### src/rtl/lanes_pkg.sv
// Shared lane constants for the byte-lane mux/demux pair.
package lanes_pkg;
  localparam int unsigned DEFAULT_DATA_WIDTH = 8;
  localparam int unsigned LANES              = 4;
  localparam int unsigned LANE_IDX_W         = 2;

  localparam logic [LANE_IDX_W-1:0] LANE0 = LANE_IDX_W'(0);
  localparam logic [LANE_IDX_W-1:0] LANE1 = LANE_IDX_W'(1);
  localparam logic [LANE_IDX_W-1:0] LANE2 = LANE_IDX_W'(2);
  localparam logic [LANE_IDX_W-1:0] LANE3 = LANE_IDX_W'(3);
endpackage

### src/rtl/demux_lane_ptr.sv
// Wrapping lane pointer; align forces the current slot to lane 0.
module demux_lane_ptr
  import lanes_pkg::*;
(
  input  logic                  clk,
  input  logic                  reset,
  input  logic                  align,
  output logic [LANE_IDX_W-1:0] lane_c,
  output logic                  misalign_c
);

  logic [LANE_IDX_W-1:0] ptr;

  always_comb begin
    lane_c     = align ? LANE0 : ptr;
    misalign_c = align && (ptr != LANE0);
  end

  always_ff @(posedge clk or posedge reset) begin
    if (reset) begin
      ptr <= LANE0;
    end else begin
      ptr <= lane_c + LANE_IDX_W'(1);
    end
  end

endmodule

### src/rtl/demux_lanes_rx.sv
// Receive-side lane distributor: buffers lanes 0-2 and emits a held group on lane 3.
module demux_lanes_rx
  import lanes_pkg::*;
#(
  parameter int unsigned DATA_WIDTH = DEFAULT_DATA_WIDTH
) (
  input  logic                  clk,
  input  logic                  reset,
  input  logic [DATA_WIDTH-1:0] dataIn,
  input  logic                  validIn,
  input  logic                  align,
  output logic [DATA_WIDTH-1:0] dataOut0,
  output logic [DATA_WIDTH-1:0] dataOut1,
  output logic [DATA_WIDTH-1:0] dataOut2,
  output logic [DATA_WIDTH-1:0] dataOut3,
  output logic                  validOut0,
  output logic                  validOut1,
  output logic                  validOut2,
  output logic                  validOut3,
  output logic                  groupStrobe,
  output logic                  syncErr
);

  logic [LANE_IDX_W-1:0] lane_c;
  logic                  misalign_c;
  logic [DATA_WIDTH-1:0] hold0, hold1, hold2;
  logic [2:0]            hold_valid;

  demux_lane_ptr u_ptr (
    .clk        (clk),
    .reset      (reset),
    .align      (align),
    .lane_c     (lane_c),
    .misalign_c (misalign_c)
  );

  always_ff @(posedge clk or posedge reset) begin
    if (reset) begin
      hold0       <= '0;
      hold1       <= '0;
      hold2       <= '0;
      hold_valid  <= '0;
      dataOut0    <= '0;
      dataOut1    <= '0;
      dataOut2    <= '0;
      dataOut3    <= '0;
      validOut0   <= 1'b0;
      validOut1   <= 1'b0;
      validOut2   <= 1'b0;
      validOut3   <= 1'b0;
      groupStrobe <= 1'b0;
      syncErr     <= 1'b0;
    end else begin
      groupStrobe <= 1'b0;
      syncErr     <= syncErr | misalign_c;
      // A realignment drops the partial group; lane 0 is rewritten below.
      if (misalign_c) begin
        hold_valid[1] <= 1'b0;
        hold_valid[2] <= 1'b0;
      end
      case (lane_c)
        LANE0: begin
          hold0         <= dataIn;
          hold_valid[0] <= validIn;
        end
        LANE1: begin
          hold1         <= dataIn;
          hold_valid[1] <= validIn;
        end
        LANE2: begin
          hold2         <= dataIn;
          hold_valid[2] <= validIn;
        end
        LANE3: begin
          dataOut0    <= hold0;
          dataOut1    <= hold1;
          dataOut2    <= hold2;
          dataOut3    <= dataIn;
          validOut0   <= hold_valid[0];
          validOut1   <= hold_valid[1];
          validOut2   <= hold_valid[2];
          validOut3   <= validIn;
          groupStrobe <= 1'b1;
          hold_valid  <= '0;
        end
      endcase
    end
  end

endmodule
### config.mk
export PLATFORM = sky130hd
export DESIGN_NAME = demux_lanes_rx
export DESIGN_NICKNAME = d
export VERILOG_FILES = /design/src/rtl/lanes_pkg.sv /design/src/rtl/demux_lane_ptr.sv /design/src/rtl/demux_lanes_rx.sv
export SDC_FILE = /design/constraint.sdc
export NUM_CORES = 1
export LEC_CHECK = 0
export ABC_AREA = 1
export CORE_MARGIN = 2
export CORE_UTILIZATION = 51
export DETAILED_ROUTE_END_ITERATION = 10
export HOLD_SLACK_MARGIN = 0.03
export MAX_ROUTING_LAYER = met4
export PLACE_DENSITY = 0.88
export SYNTH_ARGS = -nofsm -noshare
export SYNTH_HDL_FRONTEND = slang
export SYNTH_HIERARCHICAL = 1
export SYNTH_SLANG_ARGS = --single-unit
export TNS_END_PERCENT = 30
### constraint.sdc
create_clock -name clk -period 2.5 [get_ports clk]
set_input_delay 0.5 -clock clk [delete_from_list [all_inputs] [get_ports clk]]
set_output_delay 0.5 -clock clk [all_outputs]
set_load 0.01 [all_outputs]
* Word level (Yosys, flattened, before mapping)
Index checks and enable logic that the tools add are counted.
W data, S select, Z words.
** Word-level totals
- Flip-flop bits (word level) :: 67
- Input port bits :: 12
- Output and inout port bits :: 38
** Operators by class
- Add/sub/neg operators :: 1
- Eq/ne operators :: 3
- Mux-type cells :: 6
- Bitwise operators :: 1
- Reductions and logical operators :: 6
** Operators by type and width (number)
- $pmux W1 S2 :: 3
- $reduce_bool A3 Y1 :: 2
- $eq A2 B2 Y1 const B :: 2
- $mux W2 :: 2
- $reduce_bool A2 Y1 :: 2
- $add A2 B1 Y2 const B :: 1
- $eq A2 B1 Y1 const B :: 1
- $logic_not A2 Y1 :: 1
- $logic_and A1 B1 Y1 :: 1
- $mux W1 :: 1
- $or A1 B1 Y1 :: 1

* Logic depth before layout (Yosys ltp)
Gate-level depths: netlist of the first run.
- Depth in word-level cells :: 4
- Mapped depth :: 9
- Depth with buffers taken out :: 8

* Hierarchy
The synthesis of the first run kept the hierarchy.
** Modules (own cells, without submodules)
- demux_lanes_rx :: times used 1, cells an instance 256, area each 2543.7 µm², seq. area each 1626.6 µm²
- demux_lane_ptr :: times used 1, cells an instance 13, area each 91.3 µm², seq. area each 50.0 µm²

* Worst setup path before layout of the first run
OpenSTA, ideal clock, no wires.
- Path kind :: input-to-reg
- Start :: in align
- End :: reg hold1[1]
- Setup time :: 0.126 ns
- Data arrival time :: 1.352 ns
- Path slack :: 1.022 ns
- Stages on the path :: 7
- Buffers on the path :: 2
- Cell sequence :: nor2_1 -> inv_1 -> ha_1 -> buf_4 -> buf_4 -> nand2_1 -> o21ai_0
** On the way
- Longest elaborated chain between the ends :: 2
** Ends and longest elaborated chain
- start: declaration :: line demux_lanes_rx.sv:11 : input logic align,
- $mux W2 :: line demux_lane_ptr.sv:15 : lane_c = align ? LANE0 : ptr;
- $eq A2 B1 Y1 :: line demux_lanes_rx.sv:61 : case (lane_c)
- end signal: assignment :: line demux_lanes_rx.sv:67 : hold1 <= dataIn;
- end: declaration :: line demux_lanes_rx.sv:26 : logic [DATA_WIDTH-1:0] hold0, hold1, hold2;
Every way passes these cells.
A chain may end at the register's enable or synchronous reset.

* Worst setup path after layout of the first run
- Start :: in align
- End :: reg dataOut2[6]
** On the way
- Longest elaborated chain between the ends :: 2
** Ends and longest elaborated chain
- $mux W2 :: line demux_lane_ptr.sv:15
- net lane_c[1] :: line demux_lanes_rx.sv:24 : logic [LANE_IDX_W-1:0] lane_c;
- $eq A2 B2 Y1 :: line demux_lanes_rx.sv:61
- end signal: assignment :: line demux_lanes_rx.sv:77 : dataOut2 <= hold2;
- end: declaration :: line demux_lanes_rx.sv:14 : output logic [DATA_WIDTH-1:0] dataOut2,
The timed path passes the listed nets, and every way through them passes these cells.

==> results.toml, run 1 <==
[critical_path]
crit_path_end_kind = "flip-flop"
arrival_ns = 2.09
crit_top_cell = "nor2_1"
rr_worst_depth = 6
reg2reg_from = "u_ptr/ptr[1]$_DFF_PP0_"
path_cells = "clkdlybuf4s50_1, nor2_1, ha_2, buf_4, nor2_1, a21oi_1"
slowest_delay_ns = 0.44
reg2reg_slack_ns = 0.90
path_class = "in2reg"
path_delay_family = "buffers and inverters"
critical_path.max_fanout = 42
crit_required_ns = 2.75
cp-start-kind = "input port"
critPathSlowestCell = "clkdlybuf4s50_1"
rr_endpoint = "dataOut2[6]$_DFFE_PP0N_"
crit_buf_inv = 2

[timing]
period_needed_ns = 1.84
slew_headroom_pct = 63.2
worst_pin_slew_ns = 0.552
setup_tns_ns = 0
fmax_mhz = 545
fin_skew_ns = 0.00726
hold_ws_ns = 0.361
rsz0062_at_grt = "no"
slew_viol_final = 0
setup_violations = 0
hold_viol_final = 0
finalCritPeriodShare_pct = 73.4

[floorplanning]
pin_count = 50
die_h_um = 75.9
start_util_pct = 52.3
die_w_um = 75.9
rows = 26
core_area_um2 = 5040
die_area_um2 = 5760

[cells_and_area]
most-common-layout-cells = "67 x dfrtp_1, 49 x clkdlybuf4s50_1, 45 x nand2_1"
layout.nets = 336
layout-drive-gt1-share_pct = 8.33
layout_commonest_cell = "dfrtp_1"
nFillCells = 394
insertedDiodeCount = 0
syn_to_final_growth_pct = 28.3
design_area_um2 = 3380

[synthesis]
yosys_warnings = 6
syn-cell-area_um2 = 2640
synth.ff_latch_count = 67
synth_cell_type_count = 15
synth_nets = 286
synth_cells = 269
ys_seq_area_share_pct = 63.6
avgSynthCellArea_um2 = 9.80

[cts]
cts_tree = "done"
cts_resized = 0
cts_buffers = 9
h-tree-depth = 3
clk_latency_ns = 0.33
clock-sinks = 67
clk_pin_slew_ns = 0.07
clk_path_buf_depth = 2
post_cts_buffers = 0
cts-hold-fix-buffers = 0
root_buffer = "clkbuf_8"

[status]
status = "complete, no violations"

[grt]
grt-ovfl-total = 0
grt_pass1_vias = 1723
busiest_layer = "met2"
grtUsageMet2_pct = 27.8
grt_util_met1_pct = 27.4
antenna_found_initial = 0
grt_max_degree = 66
grt.total_usage_pct = 19.9
met3_usage_pct = 5.95
grt_pass1_wl_um = 8050

[drt]
wirelength_um = 4860
num_vias = 1832
drtPass1Iterations = 4
vias_per_cell = 4.65
ant_nets = 0
dr.first_iter.drc_count = 137
avgRoutedWirePerCell_um = 12.3
drc = 0

[power_and_ir_drop]
p_total_mw = 3.39
vdd_drop_max_v = 0.000437
p_per_area_nw_per_um2 = 1000
p_leak_nw = 1.60

[place]
io_buffers = 49
dpl.hpwl_um = 3310
placed_cell_area_um2 = 3140
gp_congestion = 0.769

[job]
maxCapViolations = 0

[worst_hold_path]
hold_path.class = "in2async"
-- per-layer routing --
layer | vias up | share of wire, %
met1 | 863 | 48
li1 | 921 | -
met4 | 0 | 1.4
met3 | 9 | 3.7
met5 | - | 0
met2 | 39 | 46
-- power by group --
| part | internal (mW) | switching, mW |
|---|---|---|
| clock | 0.660 | 0.406 |
| sequential | 1.35 | 0.126 |
| combinational | 0.452 | 0.400 |
-- worst max path at each step --
stage,start,end,slack [ns],cells after the start
floorplan,reset,dataOut0[0]$_DFFE_PP0N_,0.37,1
global placement,align,dataOut2[7]$_DFFE_PP0N_,0.43,6
detailed placement,align,dataOut2[6]$_DFFE_PP0N_,0.34,6
CTS,align,dataOut1[4]$_DFFE_PP0N_,0.67,6
global route,align,dataOut1[4]$_DFFE_PP0N_,0.53,6
finish,align,dataOut2[6]$_DFFE_PP0N_,0.66,6
-- synth_stat cells (all sizes together) --
library cell | n | area (µm²)
nand3b | 1 | 7.51
o21ai | 34 | 170
inv | 44 | 165
buf | 13 | 109
ha | 5 | 62.6
or2 | 1 | 6.26
dfrtp | 67 | 1680
nor2 | 33 | 124
nand2 | 45 | 169
a21oi | 26 | 145
-- cell type report --
cell class / count / area, µm² / area share (%)
Clock buffer: 9 / 124 / 3.66
Clock inverter: 7 / 116 / 3.44
Inverter: 44 / 165 / 4.88
Multi-Input combinational cell: 145 / 687 / 20.3
Sequential cell: 67 / 1680 / 49.6
Tap cell: 70 / 87.6 / 2.59
Timing Repair Buffer: 52 / 526 / 15.5
-- worst reg2reg max path: stages, from the launching register on --
cell	delay, ns
dfrtp_1	0.37
inv_1	0.04
nor2_1	0.23
ha_2	0.25
buf_4	0.37
nor2_1	0.12
a21oi_1	0.14
-- cells by family (layout without fill, tap and decap cells) --
kind of cell	after synthesis	after routing	synth area share, %
flops	67	67	63.6
fa+ha+maj	5	5	2.37
simple gates	80	80	11.6
buf+inv	57	112	10.4
compound gates	60	60	12.0
-- sequential cells by signal, indices dropped and copies added (netlist names) --
signal / flops
dataOut0: 8
dataOut1: 8
dataOut2: 8
dataOut3: 8
hold0: 8
hold1: 8
hold2: 8
hold_valid: 3
u_ptr/ptr: 2
groupStrobe: 1
syncErr: 1
validOut0: 1
validOut1: 1
validOut2: 1
validOut3: 1
-- metrics by stage --
step                utilization (%)  std cells  worst slack (ns)
global route                   67.1        394             0.530
global placement               62.3        378             0.432
floorplan                         -        269             0.374
finish                         67.1        394             0.665
CTS                            67.1        394             0.668
detailed placement             62.3        378             0.343
Power figures use the tool's default switching activity.
==> inputs of run 2 (changes only) <==
==> constraint.sdc (replaced) <==
create_clock -name clk -period 1.9 [get_ports clk]
set_input_delay 0.38 -clock clk [delete_from_list [all_inputs] [get_ports clk]]
set_output_delay 0.38 -clock clk [all_outputs]
set_load 0.01 [all_outputs]
==> run 2 against run 1 <==
Clock power rose by 32%; clock-buffer cell count increased by 4; combinational power increased by 34%; register-to-register slack got worse by 0.54 ns; critical path depth decreased by 5; utilization up 1.4 points; non-clock buffer count rose by 3; sequential power up 32%; highest routed layer unchanged; cell area up 2.1%.
==> results.toml, run 2 (synthesized netlist as in run 1, its figures left out) <==
[floorplanning]
pin_count = 50
die_h_um = 75.9
die_w_um = 75.9
die_area_um2 = 5760
core_area_um2 = 5040
rows = 26
start_util_pct = 52.3

[timing]
fmax_mhz = 608
hold_ws_ns = 0.295
hold_viol_final = 0
rsz0062_at_grt = "no"
slew_headroom_pct = 64.3
fin_skew_ns = 0.00487
setup_violations = 0
worst_pin_slew_ns = 0.536
period_needed_ns = 1.64
slew_viol_final = 0
finalCritPeriodShare_pct = 86.5

[drt]
avgRoutedWirePerCell_um = 13.1
ant_nets = 0
dr.first_iter.drc_count = 149
drc = 0
vias_per_cell = 4.72
wirelength_um = 5210
drtPass1Iterations = 4
num_vias = 1874

[place]
dpl.hpwl_um = 3680
placed_cell_area_um2 = 3210
placed_cells = 381
gp_congestion = 0.788
io_buffers = 49

[power_and_ir_drop]
power.switching_mw = 1.23
p_int_mw = 3.26
vdd_drop_max_v = 0.000747
power_frac_comb_pct = 25.4
clkPwrFrac_pct = 31.4
p_per_area_nw_per_um2 = 1300
p_leak_nw = 1.62
switching_share_pct = 27.4
seqPwrFrac_pct = 43.3

[cells_and_area]
layout-drive-gt1-share_pct = 9.17
insertedDiodeCount = 0
syn_to_final_growth_pct = 31.0
fin_cells = 397
layout_commonest_cell = "dfrtp_1"
most-common-layout-cells = "67 x dfrtp_1, 49 x clkdlybuf4s50_1, 45 x nand2_1"
design_area_um2 = 3450
layout.nets = 339

[cts]
h-tree-depth = 3
clock-sinks = 67
cts_tree = "done"
clk_latency_ns = 0.34
cts_resized = 0
clk_path_buf_depth = 2
clk_pin_slew_ns = 0.07
cts_buffers = 9
root_buffer = "clkbuf_8"
post_cts_buffers = 0
cts-hold-fix-buffers = 0

[critical_path]
rr_worst_depth = 6
path_class = "reg2out"
crit_path_end_kind = "primary output"
critical_path.max_fanout = 2
arrival_ns = 1.26
crit_required_ns = 1.52
reg2reg_slack_ns = 0.36
path_cells = "clkdlybuf4s50_1"
rr_endpoint = "hold1[3]$_DFFE_PP0N_"
path_delay_family = "buffers and inverters"
slowest_delay_ns = 0.55
reg2reg_from = "u_ptr/ptr[1]$_DFF_PP0_"
critPathSlowestCell = "clkdlybuf4s50_1"
crit_buf_inv = 1
cp-start-kind = "flip-flop"

[grt]
grt_max_degree = 41
grt.total_usage_pct = 20.5
grt-ovfl-total = 0
antenna_found_initial = 0
grt_pass1_vias = 1769
grt_pass1_wl_um = 8110

[status]
status = "complete, no violations"

[job]
maxCapViolations = 0

[worst_hold_path]
hold_path.class = "in2async"
run 2: cell count changes in the layout (fill, tap and decap cells not counted), sizes merged:
cell,before,now
inv,44,43
clkbuf,9,13
buf,3,6
bufinv,3,2
clkinv,3,0
clkinvlp,1,2
run 2: final cells by class:
class / instances / area, µm²
repair buffers: 55 / 586
fillers: 376 / 1590
clock buffers: 13 / 179
clock inverters: 3 / 67.6
well taps: 70 / 87.6
multi-input cells: 145 / 687
inverters: 44 / 169
flip-flops and latches: 67 / 1680
run 2: routing by layer:
metal,share of wire [%],global-route usage (%),vias to the layer above
met4,1.8,9.75,0
met2,49,30.6,37
li1,-,-,933
met5,0,-,-
met1,45,26.4,893
met3,4.0,5.16,11
run 2: power groups by stage:
stage | logic (mW) | clock network [mW] | registers, mW
after global placement | 1.10 | 0 | 1.96
after floorplan | 0.385 | 0 | 2.07
after detailed placement | 1.15 | 0 | 1.97
after CTS | 1.16 | 1.44 | 1.95
final | 1.14 | 1.41 | 1.95
after global routing | 1.26 | 1.50 | 1.98
run 2: stage by stage:
stage	utilization [%]	TNS, ns	worst slack (ns)	total power, mW
2_1_floorplan	-	0	0.542	2.45
3_3_place_gp	63.6	0	0.00984	3.06
3_5_place_dp	63.6	-0.945	-0.0884	3.12
4_1_cts	68.5	0	0.237	4.54
5_1_grt	68.5	0	0.119	4.74
6_report	68.5	0	0.256	4.50
run 2: how the worst max path moves through the flow:
stage | end | start | depth (start not counted) | slack, ns
after floorplan | hold1[1]$_DFFE_PP0N_ | align | 7 | 0.54
after global routing | hold1[3]$_DFFE_PP0N_ | align | 6 | 0.12
final | dataOut0[6] | dataOut0[6]$_DFFE_PP0N_ | 1 | 0.26
after global placement | hold0[1]$_DFFE_PP0N_ | align | 7 | 0.01
after detailed placement | hold0[3]$_DFFE_PP0N_ | align | 7 | -0.09
after CTS | dataOut0[6] | dataOut0[6]$_DFFE_PP0N_ | 1 | 0.24
